### src/rtl/cjb_nbit_alu_seq_if.sv
// cjb_nbit_alu_seq_if: request/result bundle between the cjbRISC read stage and the sequential ALU.
interface cjb_nbit_alu_seq_if #(parameter int WIDTH = 8);
  logic             Start;
  logic [3:0]       Func_Sel;
  logic [WIDTH-1:0] Operand_X;
  logic [WIDTH-1:0] Operand_Y;
  logic [1:0]       Const_K;
  logic             cin;
  logic [WIDTH-1:0] ALU_Result;
  logic [3:0]       ALU_CNVZ;
  logic             Busy;
  logic             Done;
  modport master (output Start, Func_Sel, Operand_X, Operand_Y, Const_K, cin,
                  input  ALU_Result, ALU_CNVZ, Busy, Done);
  modport slave  (input  Start, Func_Sel, Operand_X, Operand_Y, Const_K, cin,
                  output ALU_Result, ALU_CNVZ, Busy, Done);
endinterface

### src/rtl/cjb_nbit_alu_seq.sv
// cjb_nbit_alu_seq: registered WIDTH-bit ALU with Start/Busy/Done handshake and a bit-serial shifter.
// Defining CJB_ALU_BARREL_EN swaps the bit-serial shifter for a single-cycle barrel shifter.
module cjb_nbit_alu_seq #(parameter int WIDTH = 8) (
  input logic               Clock,
  input logic               Resetn,
  cjb_nbit_alu_seq_if.slave bus
);
  localparam int SH_W = $clog2(WIDTH);
  localparam logic [0:0] IDLE = 1'b0;
  localparam logic [0:0] SHIFT = 1'b1;
  logic [0:0]       state_q, state_d;
  logic [WIDTH-1:0] sh_q, res_q;
  logic [SH_W-1:0]  cnt_q;
  logic [1:0]       op_q;
  logic             c_q, done_q;
  logic [3:0]       cnvz_q;
  logic [WIDTH-1:0] x, y, k, b, lg, cn, imm_r, sh_r, step_sh;
  logic [WIDTH:0]   sum;
  logic [1:0]       grp, op;
  logic [SH_W-1:0]  n;
  logic             cin, ci, imm_c, imm_v, sh_c, step_c, go_shift;
  assign x = bus.Operand_X;
  assign y = bus.Operand_Y;
  assign cin = bus.cin;
  assign grp = bus.Func_Sel[3:2];
  assign op = bus.Func_Sel[1:0];
  assign n = bus.Operand_Y[SH_W-1:0];
  assign k = {{(WIDTH-2){1'b0}}, bus.Const_K};
  always_comb begin
    b = op == 2'b10 ? ~y : op == 2'b11 ? k : y;
    ci = op == 2'b01 ? cin : op == 2'b10;
    sum = {1'b0, x} + {1'b0, b} + {{WIDTH{1'b0}}, ci};
    lg = op == 2'b00 ? x & y : op == 2'b01 ? x | y : op == 2'b10 ? x ^ y : ~x;
    cn = op == 2'b00 ? '0 : op == 2'b01 ? {{(WIDTH-1){1'b0}}, 1'b1} : op == 2'b10 ? '1 : k;
    imm_r = grp == 2'b00 ? sum[WIDTH-1:0] : grp == 2'b01 ? lg : grp == 2'b10 ? sh_r : cn;
    imm_c = grp == 2'b00 ? sum[WIDTH] : grp == 2'b10 ? sh_c : 1'b0;
    imm_v = grp == 2'b00 && x[WIDTH-1] == b[WIDTH-1] && sum[WIDTH-1] != x[WIDTH-1];
  end
`ifdef CJB_ALU_BARREL_EN
  logic [WIDTH:0] lsl_v, lsr_v, asr_v, rol_v;
  always_comb begin
    lsl_v = {1'b0, x} << n;
    lsr_v = {x, 1'b0} >> n;
    asr_v = $signed({x, 1'b0}) >>> n;
    rol_v = ({cin, x} << n) | ({cin, x} >> ((WIDTH + 1) - int'(n)));
    sh_r = op == 2'b00 ? lsl_v[WIDTH-1:0] : op == 2'b01 ? lsr_v[WIDTH:1] : op == 2'b10 ? asr_v[WIDTH:1] : rol_v[WIDTH-1:0];
    sh_c = op == 2'b00 ? lsl_v[WIDTH] : op == 2'b01 ? lsr_v[0] : op == 2'b10 ? asr_v[0] : rol_v[WIDTH];
  end
  assign go_shift = 1'b0;
`else
  // A zero shift amount finishes immediately; only ROLC reports a nonzero carry then.
  assign sh_r = x;
  assign sh_c = op == 2'b11 && cin;
  assign go_shift = grp == 2'b10 && n != '0;
`endif
  // ROLC treats {c_q, sh_q} as one WIDTH+1 bit ring.
  always_comb begin
    step_c = op_q == 2'b00 || op_q == 2'b11 ? sh_q[WIDTH-1] : sh_q[0];
    step_sh = op_q == 2'b00 ? {sh_q[WIDTH-2:0], 1'b0} :
              op_q == 2'b01 ? {1'b0, sh_q[WIDTH-1:1]} :
              op_q == 2'b10 ? {sh_q[WIDTH-1], sh_q[WIDTH-1:1]} : {sh_q[WIDTH-2:0], c_q};
    state_d = state_q == IDLE ? (bus.Start && go_shift ? SHIFT : IDLE) :
              (cnt_q == SH_W'(1) ? IDLE : SHIFT);
  end
  always_ff @(posedge Clock or negedge Resetn) begin
    if (!Resetn) begin
      state_q <= IDLE;
      sh_q <= '0;
      cnt_q <= '0;
      op_q <= '0;
      c_q <= 1'b0;
      res_q <= '0;
      cnvz_q <= '0;
      done_q <= 1'b0;
    end else begin
      state_q <= state_d;
      done_q <= 1'b0;
      if (state_q == IDLE && bus.Start) begin
        if (go_shift) begin
          sh_q <= x;
          cnt_q <= n;
          op_q <= op;
          c_q <= op == 2'b11 && cin;
        end else begin
          res_q <= imm_r;
          cnvz_q <= {imm_c, imm_r[WIDTH-1], imm_v, imm_r == '0};
          done_q <= 1'b1;
        end
      end else if (state_q == SHIFT) begin
        sh_q <= step_sh;
        c_q <= step_c;
        cnt_q <= cnt_q - SH_W'(1);
        if (cnt_q == SH_W'(1)) begin
          res_q <= step_sh;
          cnvz_q <= {step_c, step_sh[WIDTH-1], 1'b0, step_sh == '0};
          done_q <= 1'b1;
        end
      end
    end
  end
  assign bus.ALU_Result = res_q;
  assign bus.ALU_CNVZ = cnvz_q;
  assign bus.Busy = state_q == SHIFT;
  assign bus.Done = done_q;
endmodule
### src/flat_wrapper.sv
// flat-port wrapper written by rule: the top's interface ports become plain ports
module cjb_nbit_alu_seq_flat 
#(parameter int WIDTH = 8)
  (Clock, Resetn, bus_Start, bus_Func_Sel, bus_Operand_X, bus_Operand_Y, bus_Const_K, bus_cin, bus_ALU_Result, bus_ALU_CNVZ, bus_Busy, bus_Done);
  cjb_nbit_alu_seq_if #(.WIDTH(WIDTH)) bus_i ();
  input logic Clock;
  input logic Resetn;
  input wire logic [$bits(bus_i.Start)-1:0] bus_Start;
  input wire logic [$bits(bus_i.Func_Sel)-1:0] bus_Func_Sel;
  input wire logic [$bits(bus_i.Operand_X)-1:0] bus_Operand_X;
  input wire logic [$bits(bus_i.Operand_Y)-1:0] bus_Operand_Y;
  input wire logic [$bits(bus_i.Const_K)-1:0] bus_Const_K;
  input wire logic [$bits(bus_i.cin)-1:0] bus_cin;
  output wire logic [$bits(bus_i.ALU_Result)-1:0] bus_ALU_Result;
  output wire logic [$bits(bus_i.ALU_CNVZ)-1:0] bus_ALU_CNVZ;
  output wire logic [$bits(bus_i.Busy)-1:0] bus_Busy;
  output wire logic [$bits(bus_i.Done)-1:0] bus_Done;
  assign bus_i.Start = bus_Start;
  assign bus_i.Func_Sel = bus_Func_Sel;
  assign bus_i.Operand_X = bus_Operand_X;
  assign bus_i.Operand_Y = bus_Operand_Y;
  assign bus_i.Const_K = bus_Const_K;
  assign bus_i.cin = bus_cin;
  assign bus_ALU_Result = bus_i.ALU_Result;
  assign bus_ALU_CNVZ = bus_i.ALU_CNVZ;
  assign bus_Busy = bus_i.Busy;
  assign bus_Done = bus_i.Done;
  cjb_nbit_alu_seq #(.WIDTH(WIDTH)) u_core (.Clock(Clock), .Resetn(Resetn), .bus(bus_i));
endmodule
### config.mk
export PLATFORM = sky130hd
export DESIGN_NAME = cjb_nbit_alu_seq_flat
export DESIGN_NICKNAME = d
export VERILOG_FILES = /design/src/rtl/cjb_nbit_alu_seq_if.sv /design/src/rtl/cjb_nbit_alu_seq.sv /design/src/flat_wrapper.sv
export SDC_FILE = /design/constraint.sdc
export NUM_CORES = 1
export LEC_CHECK = 0
export BUFFER_PORTS_ARGS = -buffer_cell sky130_fd_sc_hd__buf_2
export CORE_UTILIZATION = 40
export CTS_BUF_LIST = sky130_fd_sc_hd__clkbuf_8
export CTS_CLUSTER_SIZE = 40
export DETAILED_ROUTE_END_ITERATION = 16
export PLACE_DENSITY_LB_ADDON = 0.15
export SETUP_SLACK_MARGIN = 0.15
export SLEW_MARGIN = 20
export SYNTH_ARGS = -nofsm -noshare
export SYNTH_HDL_FRONTEND = slang
export SYNTH_SLANG_ARGS = --single-unit
### constraint.sdc
create_clock -name Clock -period 1.9 [get_ports Clock]
set_clock_uncertainty 0.2 [all_clocks]
set_input_delay 0.285 -clock Clock [delete_from_list [all_inputs] [get_ports Clock]]
set_output_delay 0.285 -clock Clock [all_outputs]
set_load 0.01 [all_outputs]
# ---- After elaboration in Yosys (flattened, before gate mapping)
# Cells that the tools add are included.
dict set report op_classes {
  order_cmp 0
  n_shift 0
  n_reduce_logical 18
  n_div 0
  multipliers 0
  bitwise_logic 6
  n_eq_ne 13
  mux 42
  addsub 3
}
# cell count
set op_table {}
lappend op_table {{2-to-1 mux 8 bit} 21}
lappend op_table {{zero test 8 bit} 2}
lappend op_table {{2-to-1 mux 4 bit} 4}
lappend op_table {{NOT 8 bit} 2}
lappend op_table {{2-to-1 mux 1 bit} 14}
lappend op_table {{== test 2 bit, second input constant} 5}
lappend op_table {{adder 8 x 8 -> 9 bit} 1}
lappend op_table {{adder 9 x 1 -> 9 bit} 1}
lappend op_table {{2-to-1 mux 3 bit} 3}
lappend op_table {{AND 8 bit} 1}
lappend op_table {{bitwise OR 8 bit} 1}
lappend op_table {{XOR 8 bit} 1}
lappend op_table {{== test 2 x 1 -> 1 bit, second input constant} 3}
lappend op_table {{logical AND 1 bit} 6}
lappend op_table {{zero test 2 bit} 3}
lappend op_table {{AND reduction 2 bit} 2}
lappend op_table {{nonzero test 2 bit} 2}
lappend op_table {{== test 3 x 1 -> 1 bit, second input constant} 1}
lappend op_table {{AND reduction 3 bit} 1}
lappend op_table {{nonzero test 3 bit} 1}
lappend op_table {{subtractor 3 x 1 -> 3 bit, second input constant} 1}
lappend op_table {{!= test 2 x 1 -> 1 bit, second input constant} 1}
lappend op_table {{!= test 2 bit, second input constant} 1}
lappend op_table {{== test 1 bit} 1}
lappend op_table {{3 further kinds} 3}
dict set report word_totals {
  latch_bits 0
  output_inout_bits 14
  wordCells 90
  register_bits 28
  rom_bits 0
  memories 0
  mem_bits_rw 0
}

# ---- Logic depth before layout (Yosys ltp)
dict set report depth {
  ltp_word 10
  mapped_depth 13
  mapped_depth_nobuf 11
}

# ---- Worst setup path after synthesis
# Ideal clock, no wire load.
dict set report synth_path {
  path_type {input port to flip-flop}
  start {input bus_Func_Sel[1]}
  end {register u_core.cnvz_q[0] (netlist: u_core.bus.ALU_CNVZ[0])}
  path_slack_ns -1.485
  stages 12
  t_required_ns 1.635
  path_buffers 3
  arrival_time_ns 3.120
  path_cell_list {buf_2 clkbuf_1 clkbuf_1 a31oi_1 fa_1 fa_1 and3b_1 o21a_1 nor2_1 a2111oi_2 and4b_1 a31o_1}
}
dict set report synth_between {
  elab_chain_cells 10
}
# item line
set synth_rtl {}
lappend synth_rtl {{start: declaration} flat_wrapper.sv:9} ;# input wire logic [$bits(bus_i.Func_Sel)-1:0] bus_Func_Sel;
lappend synth_rtl {{parallel branches: the longest is 6 deep, another holds adder 8 x 8 -> 9 bit} -}
lappend synth_rtl {{2-to-1 mux 8 bit (*)} cjb_nbit_alu_seq.sv:35} ;# imm_r = grp == 2'b00 ? sum[WIDTH-1:0] : grp == 2'b01 ? lg : grp == 2'b10 ? sh_r : cn;
lappend synth_rtl {{zero test 8 bit (*)} cjb_nbit_alu_seq.sv:86} ;# cnvz_q <= {imm_c, imm_r[WIDTH-1], imm_v, imm_r == '0};
lappend synth_rtl {{2-to-1 mux 4 bit (*)} cjb_nbit_alu_seq.sv:79} ;# if (go_shift) begin
lappend synth_rtl {{2-to-1 mux 4 bit (*)} cjb_nbit_alu_seq.sv:78} ;# if (state_q == IDLE && bus.Start) begin
lappend synth_rtl {{end signal: assignment} cjb_nbit_alu_seq.sv:86}
lappend synth_rtl {{end signal: assignment} cjb_nbit_alu_seq.sv:95} ;# cnvz_q <= {step_c, step_sh[WIDTH-1], 1'b0, step_sh == '0};
lappend synth_rtl {{end: declaration} cjb_nbit_alu_seq.sv:16} ;# logic [3:0] cnvz_q;
# Mark *: on every way between the ends. The select of a mux whose other input is x is not followed.
# A chain may end at the register's enable or synchronous reset.

# ---- Final worst setup path
dict set report layout_path {
  start {input bus_Func_Sel[0]}
  end {register u_core.cnvz_q[0] (netlist: u_core.bus.ALU_CNVZ[0])}
}
# Same word-level chain as after synthesis.

==> flow_summary.ini <==
[run_status]
status = finished with violations
failed_checks = setup timing

[global_route]
grt_pass1_wl_mm = 12.8
grt_usage_pct = 22.1
grt_pass1_vias = 2707
grt_max_degree = 28
gr-total-overflow = 0
antenna_found_initial = 0

[cts]
htreeDepth = 1
clkSinkCount = 27
cts_buffers = 3
cts_tree = done
clkLatencyLatePin_ns = 0.28
clk_path_buf_depth = 2
clock-root-buffer = clkbuf_8
clkSlewWorstSetupHoldPaths_ns = 0.10

[sta]
slew_headroom_pct = 56.9
hold_violations = 0
slew_violations = 0
rsz0062_at_grt = yes
final-setup-viol-count = 10
fmax_mhz = 389
min_period_ns = 2.57
fin_crit_sh_pct = 135
worstMarginPinSlew_ns = 0.647
fin_ws_ns = -0.673

[worst_setup_path]
critPathLaunchType = input port
cp.required_ns = 1.92
crit_top_cell = fa_2
slowest_stage = fa_2
cp.arrival_ns = 2.60
critPathKind = in2reg
crit_path_start = bus_Func_Sel[0]
critPathTopFamily = compound AO/OA/AOI/OAI gates
r2r-start = u_core.op_q[1]
critical_path.cell_chain = buf_12 -> nand2b_4 -> o21a_1 -> fa_2 -> fa_2 -> xor2_1 -> nor2_1 -> a221o_1 -> a2111oi_4 -> and4b_1 -> a31o_1
crit_path_end_kind = flip-flop
critPathMaxStageDelay_ns = 0.39
crit_buf_inv = 1
crit_fanout = 8

[synthesis]
synth.largest_area_cell = dfrtp_1
ys_async_sr_fraction_pct = 100
synth_top_area_share_pct = 25.4
synth_edf_count = 0
syn_inst = 331
synthDistinctLibCells = 52
postSynthAreaPerCell_sq_um = 8.05
yosysWarnings = 0
netlist_area_sq_mm = 0.00267
synth_seq_cells = 27
synth_ff_type = dfrtp_1
syn_nets = 388
synth_area_leaders = dfrtp_1 25%, ha_1 14%, o21ai_0 6.8%, nand2_1 4.9%, inv_1 4.4%
yosysSeqAreaShare_pct = 25.4

[floorplanning]
die_w_um = 83.6
core-area_sq_mm = 0.00639
die_h_um = 83.6
dieArea_sq_mm = 0.00699
ios = 40
num_rows = 29
start_util_pct = 41.7

[drt]
drt_iter0_drc = 122
vias = 2792
wl_per_cell_um = 14.6
drcViolationCount = 0
vias_per_cell = 5.30
first_pass_iters = 4
routed_wl_mm = 7.72
ant_nets = 0

[placement]
placed_area_sq_mm = 0.00355
hpwl_mm = 5.88
placed_cells = 511
portBuffers = 39
dp_slack_ns = -1.04
place_congestion = 0.841

[cells_and_area]
n_antenna_cell = 0
drive_above_1_share_pct = 44.4
fin_nets = 508
fin_util_pct = 63.1
design_area_sq_mm = 0.00403
layout_commonest_cell = buf_4
final_cell_mix = 82 x buf_4, 37 x buf_2, 31 x nand2_1, 27 x dfrtp_1, 26 x inv_1
area_growth_pct = 51.2
fin_cells = 527

[hold_path]
hold_start = bus_Func_Sel[0]
hold_class = in2reg

[power_and_ir_drop]
p_leak_nw = 1.94
peakVddDrop_mv = 0.885
power_per_cell_area_mw_per_mm2 = 1090

[flow_run]
drv_cap = 0
-- cell usage after synthesis, types with 3 or more instances --
cell and number:
mux2i_1 8, a211o_1 3, nand2_1 35, clkbuf_1 11, or3_1 6, dfrtp_1 27
a211oi_1 8, o31ai_1 3, nor2b_1 3, buf_2 4, o211ai_1 5, nand3_1 9
inv_1 31, xnor2_1 3, a21oi_1 22, ha_1 29, mux4_2 3, nand2b_1 9
nor2_1 23, o21ai_0 36, nor3_1 6
-- worst paths after layout --
check | end | slack (ns) | cells after the start
max | u_core.bus.ALU_CNVZ[0] | -0.67 | 11
min | u_core.op_q[0] | 0.16 | 4
max reg2reg | u_core.bus.ALU_CNVZ[0] | -0.20 | 8
min reg2reg | u_core.bus.ALU_CNVZ[1] | 0.29 | 2
max in group asynchronous | u_core.bus.ALU_Result[4] | 0.73 | 2
min in group asynchronous | u_core.cnt_q[0] | 0.36 | 2
-- final cells by class --
class	count	area [sq um]
timing repair buffer	132	963
multi-input combinational	256	2130
tap	77	96.3
clock inverter	1	5.00
sequential	27	676
clock buffer	3	41.3
inverter	31	116
fill	557	2360
-- sequential cells by signal (all words and copies together) (netlist names) --
name,cells
u_core.bus.ALU_CNVZ,4
u_core.bus.ALU_Result,7
u_core.bus.Busy,1
u_core.bus.Done,1
u_core.c_q,1
u_core.cnt_q,3
u_core.op_q,2
u_core.sh_q,8
-- cell families (layout without fill, tap and decap cells) --
family / after synthesis / after routing / share of synthesized area (%)
fa+ha+maj: 31 / 31 / 15.1
buf+inv: 48 / 167 / 7.09
mux: 14 / 14 / 7.37
flops: 27 / 27 / 25.4
xor+xnor: 5 / 5 / 1.64
simple gates: 101 / 101 / 18.1
compound gates: 105 / 105 / 25.4
-- where the power goes --
| group | internal (mW) | leakage, nW | switching (mW) |
|---|---|---|---|
| Sequential | 0.851 | 0.326 | 0.228 |
| Combinational | 1.53 | 1.59 | 1.46 |
| Clock | 0.147 | 0.0255 | 0.193 |
-- worst reg2reg max path: stages (launching register included) --
cell	delay (ns)
dfrtp_1	0.41
buf_6	0.13
ha_4	0.18
o21ba_4	0.20
or3_1	0.30
a211oi_1	0.23
nand3_1	0.11
a21oi_1	0.18
a31o_1	0.11
-- repair_timing --
action,in CTS,in global routing
cloned,0,1
hold endpoints to repair,27,0
pin swaps,23,25
hold buffers,1,0
setup buffers,4,6
gates resized for setup,38,49
endpoints found under the setup margin,20,22
-- metal layers --
layer  share of wire, %  GRT usage (%)  routed length (um)
met2                 48           36.8                3710
met1                 49           31.9                3780
met5                  0              0                   0
met3                2.0           1.38                 157
met4               0.95           4.31                  73
-- stage by stage --
stage | TNS (ns) | total power, mW | hold WS [ns]
2_1_floorplan | -7.60 | 2.44 | -0.211
3_3_place_gp | -8.73 | 3.33 | 0.146
3_5_place_dp | -9.27 | 3.38 | 0.148
4_1_cts | -5.23 | 3.97 | 0.174
5_1_grt | -6.45 | 4.76 | 0.195
6_report | -5.50 | 4.41 | 0.160
Note: power is estimated with default switching activity, not from simulation.
